### src/rtl/up_counter_3bit.sv
// Free-running WIDTH-bit up counter with synchronous parallel load.
// The asynchronous active-low reset takes priority over load, and load takes priority over increment.
module up_counter_3bit #(
  parameter int WIDTH = 3
) (
  input  logic             clk,
  input  logic             reset_n,
  input  logic             load_en,
  input  logic [WIDTH-1:0] data_in,
  output logic [WIDTH-1:0] q_out
);

  localparam logic [WIDTH-1:0] step = WIDTH'(1);

  logic [WIDTH-1:0] count;

  // NOTE: state registers use non-blocking (<=) so every flop samples pre-edge values.
  always_ff @(posedge clk or negedge reset_n) begin
    if (!reset_n) begin
      count <= '0;
    end else if (load_en) begin
      count <= data_in;
    end else begin
      count <= count + step;  // wraps modulo 2^WIDTH with no carry out
    end
  end

  assign q_out = count;

endmodule

### config.mk
export PLATFORM = sky130hd
export DESIGN_NAME = up_counter_3bit
export DESIGN_NICKNAME = d
export VERILOG_FILES = /design/src/rtl/up_counter_3bit.sv
export SDC_FILE = /design/constraint.sdc
export NUM_CORES = 1
export LEC_CHECK = 0
export ABC_AREA = 1
export BUFFER_PORTS_ARGS = -buffer_cell sky130_fd_sc_hd__buf_2
export CAP_MARGIN = 10
export CORE_AREA = 2 2 39 41
export CTS_BUF_LIST = sky130_fd_sc_hd__clkbuf_2
export CTS_CLUSTER_SIZE = 30
export DETAILED_ROUTE_END_ITERATION = 7
export DIE_AREA = 0 0 41 43
export GPL_TIMING_DRIVEN = 0
export PLACE_DENSITY = 0.32
export SLEW_MARGIN = 20
export SYNTH_ARGS = -nofsm -noshare
export SYNTH_HDL_FRONTEND = slang
export SYNTH_SLANG_ARGS = --single-unit
### constraint.sdc
create_clock -name clk -period 0.9 [get_ports clk]
set_clock_uncertainty 0.1 [all_clocks]
set_input_delay 0.09 -clock clk [delete_from_list [all_inputs] [get_ports clk]]
set_output_delay 0.09 -clock clk [all_outputs]
set_load 0.05 [all_outputs]
=== After elaboration in Yosys (flattened, before gate mapping) ===
Cells that the tools add are included.

* Word-level logic and storage cells: 3
* Flip-flop bits (word level): 3
* Latch bits: 0
* Input bits: 6
* Memories kept: 0
* Memory bits (read-only): 0
* Bits in writable memories: 0
* Output and inout port bits: 3

* Reduce and logical (&&, ||, !) cells: 0
* Shift-type cells: 0
* Div/mod/pow operators: 0
* $lt $le $gt $ge: 0
* Add/sub/neg operators: 1
* Bitwise gates (word level): 0
* Multiply operators: 0
* Eq/ne operators: 0
* Mux-type cells: 1

{| class="wikitable"
|+ Operators with widths
! cell !! number
|-
| $add A3 B1 Y3 const B || 1
|-
| $mux W3 || 1
|}

=== Depth between registers and ports, before layout ===
Gate-level depths: netlist of the first run.

* Depth in word-level cells: 2
* Gate-level depth with buffers: 5

=== Worst setup path after synthesis of the first run ===
Ideal clock, no wire load.

* Kind: register to register
* Start: register count[0] (netlist: q_out[0])
* End: register count[2] (netlist: q_out[2])
* Stages on the path, launching flop included: 5
* Data required time: 0.683 ns
* Buffers on the path: 0
* Arrival time: 1.041 ns
* Slack: -0.358 ns
* Library setup time: 0.117 ns
* Path through: dfrtp_1 ha_1 nand2_1 nand3_2 nand2_1

* Longest elaborated chain between the ends: 2

{| class="wikitable"
|+ RTL lines
! what !! RTL line !! RTL
|-
| from (decl) || 15 || <nowiki>logic [WIDTH-1:0] count;</nowiki>
|-
| from (signal assigned) || 22 || <nowiki>count <= data_in;</nowiki>
|-
| from (signal assigned) || 24 || <nowiki>count <= count + step;</nowiki>
|-
| $add A3 B1 Y3 || 24 ||
|-
| $mux W3 || 21 || <nowiki>end else if (load_en) begin</nowiki>
|}

Every way passes these cells.

=== Worst setup path after layout of the first run ===
* Start: register count[0] (netlist: q_out[0])
* End: output port q_out[0]

{| class="wikitable"
|+ RTL lines
! what !! RTL line !! RTL
|-
| to (decl) || 10 || <nowiki>output logic [WIDTH-1:0] q_out</nowiki>
|}

No word-level cell between the ends.

==> results by group, run 1 <==
Critical path
  • Critical Path End: q_out[0]
  • Worst Path Max Fanout: 3
  • CP Depth: 1
  • Worst Reg2Reg Path Length in Cells: 5
  • Reg2Reg Setup Slack: -0.07 ns
  • Crit-path cells: buf_6
  • Worst path bufs/invs: 1
  • Worst path required time: approximately 0.71 ns
  • R2R Path Start: q_out[0]$_DFF_PN0_
  • Reg-to-reg endpoint: q_out[2]$_DFF_PN0_
  • Critical path startpoint: q_out[0]$_DFF_PN0_
  • Critical path data arrival time: ~0.80 ns
  • Critical-path top delay cell: dfrtp_2
  • CP top delay family: flip-flops
  • Largest stage delay, worst path: between 0.4 and 0.5 ns
  • Startpoint Class: flip-flop
  • Endpoint type of the worst setup path: primary output
  • Setup Crit Path Kind: flip-flop to primary output

Place
  • Placed instance area: roughly 220 um2
  • I/O Buffers: 8
  • Routability cong.: between 0.6 and 0.7
  • Post-DP HPWL: around 280 um

Floorplan
  • Starting Density: 0.104
  • # IOs: 9
  • Core area: 0.00138 mm2
  • Die Area: approximately 0.0018 mm2
  • Chip Height: 43 um
  • Site Rows: 14
  • Die width: 41 um

Timing
  • Final min period: between 0.9 and 1 ns
  • Final period util: 1.10
  • Max-Slew Margin vs Limit: 0.908
  • WHS: between 0.04 and 0.05 ns
  • RSZ-0062 raised after global routing: yes
  • Post-route setup slack: -0.0866 ns
  • Fmax: 1010 MHz
  • Endpoints failing setup: 5
  • Slew Limit Fails: 0
  • Hold Fails Final Rpt: 0
  • Worst Tran Pin Value: 0.137 ns

Pwr
  • Static Leak: between 0.15 and 0.2 nW
  • Sw Ratio: 0.355
  • Logic pwr share: 0.322
  • P_sw: 189 uW
  • Sequential share of power: 0.327
  • Cell Pwr Density: approximately 1800 mW/mm2
  • Pint: 345 uW
  • VDD IR max: between 0.6 and 0.7 mV
  • Clk pwr share: 0.351

Finish
  • Synthesis-to-finish area growth: 109%
  • Most common cell after layout, fill and taps aside: nand2_1
  • Max reg flops: 3
  • NumNets Final: 41
  • Most frequent cells in the layout: 7 x nand2_1, 5 x buf_2, 4 x clkbuf_2, 4 x dlygate4sd3_1, 3 x buf_6
  • Ant diodes: 0
  • Design area: roughly 300 um2
  • Layout cells sized above 1: 0.576
  • Fillers: about 150

Clocking
  • Num CTS Buffers: 3
  • Worst-path clk slew: 0.04 ns
  • CTS Buffer Depth: 2
  • Clk root buf: clkbuf_2
  • H-Tree Depth: 1
  • CTS tree: done
  • Latest clock arrival within the worst-skew pair: about 0.20 ns
  • # clock sinks: 3

Drt
  • Final ANT Viol Nets: 0
  • WL/cell: ~8.2 um
  • TritonRoute pass-1 iters: 1
  • Vias: 159
  • # DRC: 0
  • First DRT Iteration DRCs: 0
  • WL final: ~400 um
  • DR vias/cell: approximately 3.2

Global route
  • Vias in the first global route: 179
  • Initial antenna violation count: 0
  • Overall Global Routing Usage: 0.0663
  • Global route total overflow: 0
  • First-pass GRT wire length: between 600 and 700 um
  • Largest net degree at the start of global routing: 6

Yosys
  • Sequential cell area fraction in the yosys report: 0.522
  • Synth Net Count: 24
  • Yosys cell types: 7
  • Synth Cell Area: around 140 um2
  • Post-Synthesis Cells: 17
  • Mapped Avg Cell Area: around 8.5 um2
  • Yosys Warn Count: 0
  • Yosys reg bits: 3

Run
  • MaxCap Viol Count: 0

Worst hold path
  • HP Class: input port to flip-flop

Run status
  • Status: finished with violations
  • Failing checks: setup timing
==> power by group through the flow <==
| stage | logic, mW | clock network, mW | registers, mW |
|---|---|---|---|
| final | 0.172 | 0.187 | 0.175 |
| after global routing | 0.187 | 0.217 | 0.176 |
| after CTS | 0.173 | 0.201 | 0.175 |
| after detailed placement | 0.137 | 0 | 0.173 |
| after global placement | 0.137 | 0 | 0.174 |
| after floorplan | 0.0389 | 0 | 0.230 |
==> how the worst min path moves through the flow <==
stage	start	end	slack [ns]	depth (start not counted)
after global routing	load_en	q_out[2]$_DFF_PN0_	0.07	3
after floorplan	reset_n	q_out[0]$_DFF_PN0_	-0.31	0
after CTS	load_en	q_out[0]$_DFF_PN0_	0.04	2
final	load_en	q_out[0]$_DFF_PN0_	0.05	2
after global placement	reset_n	q_out[2]$_DFF_PN0_	-0.21	1
after detailed placement	reset_n	q_out[2]$_DFF_PN0_	-0.21	1
==> stage by stage <==
stage	total power [mW]	setup TNS [ns]	cells	setup WS (ns)	utilization
after floorplan	0.269	-0.364	17	-0.193	-
after global placement	0.311	-0.141	41	-0.0814	0.158
after detailed placement	0.310	-0.131	41	-0.0754	0.158
after CTS	0.549	-0.433	49	-0.105	0.217
after global routing	0.580	-0.552	49	-0.131	0.217
final	0.534	-0.358	49	-0.0866	0.217
==> kinds of logic after synthesis <==
kind of cell / after synthesis / synth area share
AND/OR/NAND/NOR: 9 / 0.278
adder cells (fa/ha/maj): 1 / 0.0869
buffers and inverters: 3 / 0.0783
AO/OA/AOI/OAI: 1 / 0.0347
flip-flops: 3 / 0.522
==> synthesized netlist by cell type <==
cell     number  area share
ha_1          1       0.087
inv_2         1       0.026
inv_1         2       0.052
o21ai_0       1       0.035
nand3_2       1       0.070
dfrtp_1       3        0.52
nand2_1       8        0.21
==> worst register-to-register path, delay by kind of cell, from the launching register on <==
kind / cells / cell delay (ns)
buffers and inverters: 1 / 0.04
AND/OR/NAND/NOR: 3 / 0.13
adder cells (fa/ha/maj): 1 / 0.17
flip-flops: 1 / 0.43
==> layout make-up <==
class | count | area (um2) | share of cell area
Sequential cell | 3 | 77.6 | 0.258
Clock buffer | 4 | 20.0 | 0.0667
Multi-Input combinational cell | 11 | 72.6 | 0.242
Tap cell | 16 | 20.0 | 0.0667
Timing Repair Buffer | 12 | 98.8 | 0.329
Inverter | 3 | 11.3 | 0.0375
==> per-layer routing <==
metal | wire [um] | GRT usage | vias up
met5 | 0 | 0 | -
met3 | 44 | 0.0681 | 0
met1 | 180 | 0.0677 | 65
met2 | 177 | 0.0719 | 11
li1 | - | - | 83
met4 | 0 | 0.0600 | 0
==> timing repair <==
| action | in CTS | in global routing |
|---|---|---|
| endpoints found under the setup margin | 5 | 6 |
| gates resized for setup | 7 | 0 |
| hold endpoints to repair | 6 | 0 |
| buffers inserted | 0 | 0 |
| hold buffers | 4 | 0 |
No activity file was read; power rests on OpenSTA's default activity.
==> inputs of run 2 (changes only) <==
--- a/config.mk
+++ b/config.mk
@@ -14,7 +14,8 @@
 export DETAILED_ROUTE_END_ITERATION = 7
 export DIE_AREA = 0 0 41 43
 export GPL_TIMING_DRIVEN = 0
-export PLACE_DENSITY = 0.32
+export PLACE_DENSITY = 0.31
+export SETUP_SLACK_MARGIN = 0.02
 export SLEW_MARGIN = 20
 export SYNTH_ARGS = -nofsm -noshare
 export SYNTH_HDL_FRONTEND = slang
==> constraint.sdc (replaced) <==
create_clock -name clk -period 1.05 [get_ports clk]
set_clock_uncertainty 0.1 [all_clocks]
set_input_delay 0.105 -clock clk [delete_from_list [all_inputs] [get_ports clk]]
set_output_delay 0.105 -clock clk [all_outputs]
set_load 0.05 [all_outputs]
==> results by group, run 2 (synthesized netlist as in run 1, its figures left out) <==
Worst hold path
  • HP Class: input port to flip-flop

Timing
  • Max-Slew Margin vs Limit: 0.915
  • RSZ-0062 raised after global routing: yes
  • Fmax: approximately 1000 MHz
  • Post-Route Setup TNS: 0 ns
  • Final min period: about 1.0 ns
  • Final period util: 0.970
  • Slew Limit Fails: 0
  • Endpoints failing setup: 0
  • Post-route setup slack: between 0.03 and 0.04 ns
  • Hold Fails Final Rpt: 0
  • Worst Tran Pin Value: roughly 0.13 ns

Global route
  • Overall Global Routing Usage: 0.0603
  • Vias in the first global route: between 150 and 200
  • Largest net degree at the start of global routing: 6
  • Initial antenna violation count: 0
  • Global route total overflow: 0
  • First-pass GRT wire length: 662 um

Finish
  • NumNets Final: between 40 and 50
  • Layout cells sized above 1: 0.576
  • Final Util: 0.214
  • Max reg flops: 3
  • Most common cell after layout, fill and taps aside: nand2_1
  • Ant diodes: 0
  • Synthesis-to-finish area growth: 106%
  • Most frequent cells in the layout: 7 x nand2_1, 5 x buf_2, 4 x clkbuf_2, 4 x dlygate4sd3_1
  • Design area: 297 um2

Clocking
  • CTS Buffer Depth: 2
  • CTS tree: done
  • Clk root buf: clkbuf_2
  • H-Tree Depth: 1
  • Num CTS Buffers: 3
  • # clock sinks: 3
  • Worst-path clk slew: about 0.050 ns
  • Latest clock arrival within the worst-skew pair: around 0.20 ns

Critical path
  • Largest stage delay, worst path: approximately 0.44 ns
  • Critical path data arrival time: 0.81 ns
  • Startpoint Class: flip-flop
  • CP top delay family: flip-flops
  • Critical-path top delay cell: dfrtp_2
  • Crit-path cells: buf_6
  • Worst Path Max Fanout: 3
  • Setup Crit Path Kind: flip-flop to primary output
  • Worst path bufs/invs: 1
  • Worst path required time: between 0.8 and 0.9 ns
  • Endpoint type of the worst setup path: primary output

Drt
  • TritonRoute pass-1 iters: 2
  • WL final: 363 um
  • First DRT Iteration DRCs: 2
  • # DRC: 0
  • Vias: between 150 and 200
  • Final ANT Viol Nets: 0
  • WL/cell: roughly 7.4 um
  • DR vias/cell: approximately 3.2

Floorplan
  • Core area: 0.00138 mm2
  • Site Rows: 14
  • Die Area: 0.00176 mm2
  • Chip Height: roughly 43 um
  • Starting Density: 0.104
  • Die width: about 41 um
  • # IOs: 9

Pwr
  • Design Power: roughly 460 uW
  • Cell Pwr Density: between 1500 and 2000 mW/mm2
  • VDD IR max: between 0.5 and 0.6 mV
  • Static Leak: about 0.15 nW

Run status
  • Status: finished clean

Place
  • Placement Setup Slack: about 0.062 ns
  • Post-DP HPWL: 265 um
  • I/O Buffers: 8
  • Routability cong.: about 0.63
  • Placed instance area: approximately 220 um2

Run
  • MaxCap Viol Count: 0
## run 2: worst paths after layout
path / startpoint / to / slack, ns / cells after the start
min reg2reg: q_out[0]$_DFF_PN0_ / q_out[0]$_DFF_PN0_ / 0.44 / 1
min: load_en / q_out[0]$_DFF_PN0_ / 0.06 / 2
max reg2reg: q_out[0]$_DFF_PN0_ / q_out[2]$_DFF_PN0_ / 0.06 / 5
max: q_out[0]$_DFF_PN0_ / q_out[0] / 0.03 / 1
max in group asynchronous: reset_n / q_out[1]$_DFF_PN0_ / 0.61 / 2
min in group asynchronous: reset_n / q_out[0]$_DFF_PN0_ / 0.11 / 2
## run 2: timing repair
action	4_1_cts	5_1_grt
hold endpoints to repair	6	0
hold buffers	4	0
pin swaps	0	1
endpoints found under the setup margin	3	2
resized for setup	5	1
setup buffers	0	0
## run 2: per-stage QoR
stage | hold WS [ns] | std cells
final | 0.0630 | 49
after global routing | 0.0839 | 49
after CTS | 0.0536 | 49
after detailed placement | -0.195 | 41
after global placement | -0.194 | 41
after floorplan | -0.291 | 17
## run 2: final cells by class
| class | count | area (um2) |
|---|---|---|
| clock buffer | 4 | 20.0 |
| inverter | 3 | 11.3 |
| tap | 16 | 20.0 |
| sequential | 3 | 77.6 |
| fill | 161 | 1090 |
| timing repair buffer | 12 | 95.1 |
| multi-input combinational | 11 | 72.6 |
## run 2: routing by layer
| metal | global-route usage | wire [um] | vias up |
|---|---|---|---|
| met5 | 0 | 0 | - |
| met4 | 0.0600 | 0 | 0 |
| met3 | 0.0366 | 46 | 0 |
| met2 | 0.0781 | 169 | 11 |
| met1 | 0.0613 | 147 | 65 |
| li1 | - | - | 82 |
## run 2: report_power, final
| part | internal (mW) | switching [mW] | total (mW) |
|---|---|---|---|
| combinational | 0.0597 | 0.0836 | 0.143 |
| clock | 0.101 | 0.0624 | 0.163 |
| sequential | 0.132 | 0.0167 | 0.149 |
==> inputs of run 3 (changes only) <==
--- a/config.mk
+++ b/config.mk
@@ -5,7 +5,6 @@
 export SDC_FILE = /design/constraint.sdc
 export NUM_CORES = 1
 export LEC_CHECK = 0
-export ABC_AREA = 1
 export BUFFER_PORTS_ARGS = -buffer_cell sky130_fd_sc_hd__buf_2
 export CAP_MARGIN = 10
 export CORE_AREA = 2 2 39 41
@@ -14,7 +13,7 @@
 export DETAILED_ROUTE_END_ITERATION = 7
 export DIE_AREA = 0 0 41 43
 export GPL_TIMING_DRIVEN = 0
-export PLACE_DENSITY = 0.31
+export PLACE_DENSITY = 0.3
 export SETUP_SLACK_MARGIN = 0.02
 export SLEW_MARGIN = 20
 export SYNTH_ARGS = -nofsm -noshare
==> results by group, run 3 <==
Run status
  • Status: finished with violations
  • Failing checks: setup timing

Clocking
  • Latest clock arrival within the worst-skew pair: approximately 0.20 ns
  • Worst-path clk slew: 0.05 ns
  • CTS Buffer Depth: 2
  • Post-CTS Setup Repair Bufs: 0
  • Clk root buf: clkbuf_2
  • CTS tree: done
  • # clock sinks: 3
  • Num CTS Buffers: 3
  • H-Tree Depth: 1

Yosys
  • Share of the synthesized area in the top cell type: 0.561
  • Yosys cell types: 8
  • Synth Cell Area: between 100 and 150 um2
  • Synth Area in Simple Gates: 0.0280
  • Synth area leader: dfrtp_1
  • XOR/XNOR Fraction of Synth Area: 0.0654
  • Compound-Gate Fraction of Synth Area: 0.0374
  • Yosys Warn Count: 0
  • Sequential cell area fraction in the yosys report: 0.561
  • Synth area leaders: dfrtp_1 56%, mux2_4 11%, ha_1 9.3%
  • Multiplexer share of the synthesized area: 0.187
  • Largest family of logic cells by synthesized area: multiplexers
  • Ys async rst share: 1.00
  • Post-Synthesis Cells: 10
  • Synth Net Count: 17
  • Count leader, synth: dfrtp_1
  • Post-Synth Adder-Cell Area: 0.0935
  • Ys flop type: dfrtp_1
  • Mapped Avg Cell Area: 13.4 um2
  • Number of enable flip-flop cells after synthesis: 0
  • Yosys reg bits: 3

Floorplan
  • Site Rows: 14
  • # IOs: 9
  • Core area: between 0.001 and 0.0015 mm2
  • Die Area: between 0.0015 and 0.002 mm2
  • Chip Height: 43 um
  • Die width: slightly above 40 um
  • Starting Density: 0.0967

Pwr
  • Static Leak: around 0.13 nW
  • Design Power: between 400 and 500 uW
  • VDD IR max: 0.374 mV
  • Cell Pwr Density: around 1900 mW/mm2

Finish
  • Layout cells sized above 1: 0.739
  • Final std cells w/o fill: 39
  • Design area: ~260 um2
  • Final Util: 0.187
  • Most frequent cells in the layout: 6 x buf_2, 4 x clkbuf_2, 2 x buf_6, 2 x dfrtp_2
  • Max reg flops: 3
  • NumNets Final: 31
  • Most common cell after layout, fill and taps aside: buf_2
  • Synthesis-to-finish area growth: 93.5%
  • Ant diodes: 0

Drt
  • DR vias/cell: ~3
  • WL/cell: between 8 and 9 um
  • Vias: 117
  • First DRT Iteration DRCs: 0
  • WL final: between 300 and 400 um
  • Final ANT Viol Nets: 0
  • # DRC: 0
  • TritonRoute pass-1 iters: 1

Place
  • Placed instance area: 209 um2
  • Routability cong.: ~0.65
  • Placed cells: 34
  • I/O Buffers: 8

Timing
  • Hold Fails Final Rpt: 0
  • Max-Slew Margin vs Limit: 0.836
  • Final period util: 1.07
  • Worst Tran Pin Value: 0.248 ns
  • Final min period: 1.12 ns
  • Fmax: 892 MHz
  • Post-route setup slack: -0.0711 ns
  • WHS: ~0.032 ns
  • Endpoints failing setup: 2
  • RSZ-0062 raised after global routing: yes
  • Slew Limit Fails: 0

Global route
  • Global route total overflow: 0
  • Vias in the first global route: 136
  • First-pass GRT wire length: approximately 520 um
  • Largest net degree at the start of global routing: 5
  • Initial antenna violation count: 0
  • Overall Global Routing Usage: 0.0533

Critical path
  • Critical path data arrival time: between 1 and 1.5 ns
  • Worst path required time: 1.04 ns
  • Worst Path Max Fanout: 2
  • Reg2Reg Setup Slack: -0.07 ns
  • Startpoint Class: flip-flop
  • Endpoint type of the worst setup path: flip-flop
  • Setup Crit Path Kind: flip-flop to flip-flop

Run
  • MaxCap Viol Count: 0

Worst hold path
  • HP Class: input port to flip-flop
[run 3: changes by cell type after synthesis]
cell and delta:
inv_2 -1, mux2i_1 +1, nand3_2 -1, nand2_1 -7, mux2_4 +1, xnor2_1 +1, inv_1 -1
[run 3: cell type report]
cell class	count	area, um2
inverters	1	3.75
fillers	162	1120
repair buffers	9	62.6
well taps	16	20.0
flip-flops and latches	3	77.6
clock buffers	4	20.0
multi-input cells	6	75.1
[run 3: path summary, 6_finish.rpt]
check	end	from	cells after the start
setup / recovery	q_out[1]$_DFF_PN0_	q_out[1]$_DFF_PN0_	2
hold / removal	q_out[0]$_DFF_PN0_	data_in[0]	3
setup reg to reg	q_out[1]$_DFF_PN0_	q_out[1]$_DFF_PN0_	2
hold reg to reg	q_out[0]$_DFF_PN0_	q_out[0]$_DFF_PN0_	1
max in group asynchronous	q_out[0]$_DFF_PN0_	reset_n	2
min in group asynchronous	q_out[1]$_DFF_PN0_	reset_n	2
[run 3: metal layers]
layer / share of wire / track usage / routed length (um)
met2: 0.35 / 0.0563 / 109
met5: 0 / 0 / 0
met4: 0 / 0.0400 / 0
met1: 0.49 / 0.0548 / 155
met3: 0.15 / 0.0628 / 48
[run 3: where the power goes]
part | switching (mW) | internal, mW
clock network | 0.0597 | 0.101
registers | 0.0221 | 0.137
logic | 0.0970 | 0.0782
total | 0.179 | 0.316
[run 3: logic make-up (layout without fill, tap and decap cells)]
logic type      Yosys count  count (layout)
flops                     3               3
mux                       2               2
fa+ha+maj                 1               1
compound gates            1               1
xor+xnor                  1               1
simple gates              1               1
buf+inv                   1              14
[run 3: through the flow]
step / setup TNS [ns] / setup WS [ns]
floorplan: -0.258 / -0.199
global placement: -0.0632 / -0.0632
detailed placement: -0.0728 / -0.0728
CTS: -0.105 / -0.0786
global route: -0.183 / -0.0933
finish: -0.0737 / -0.0711
[run 3: worst max-delay path: stages (launching register included)]
cell,delay (ns)
dfrtp_2,0.42
ha_4,0.23
mux2_4,0.26
[run 3: repair_timing]
action / in CTS / in global routing
pin swaps: 1 / 0
hold endpoints to repair: 3 / 0
endpoints found under the setup margin: 4 / 5
hold buffers: 1 / 0
resized for setup: 4 / 1
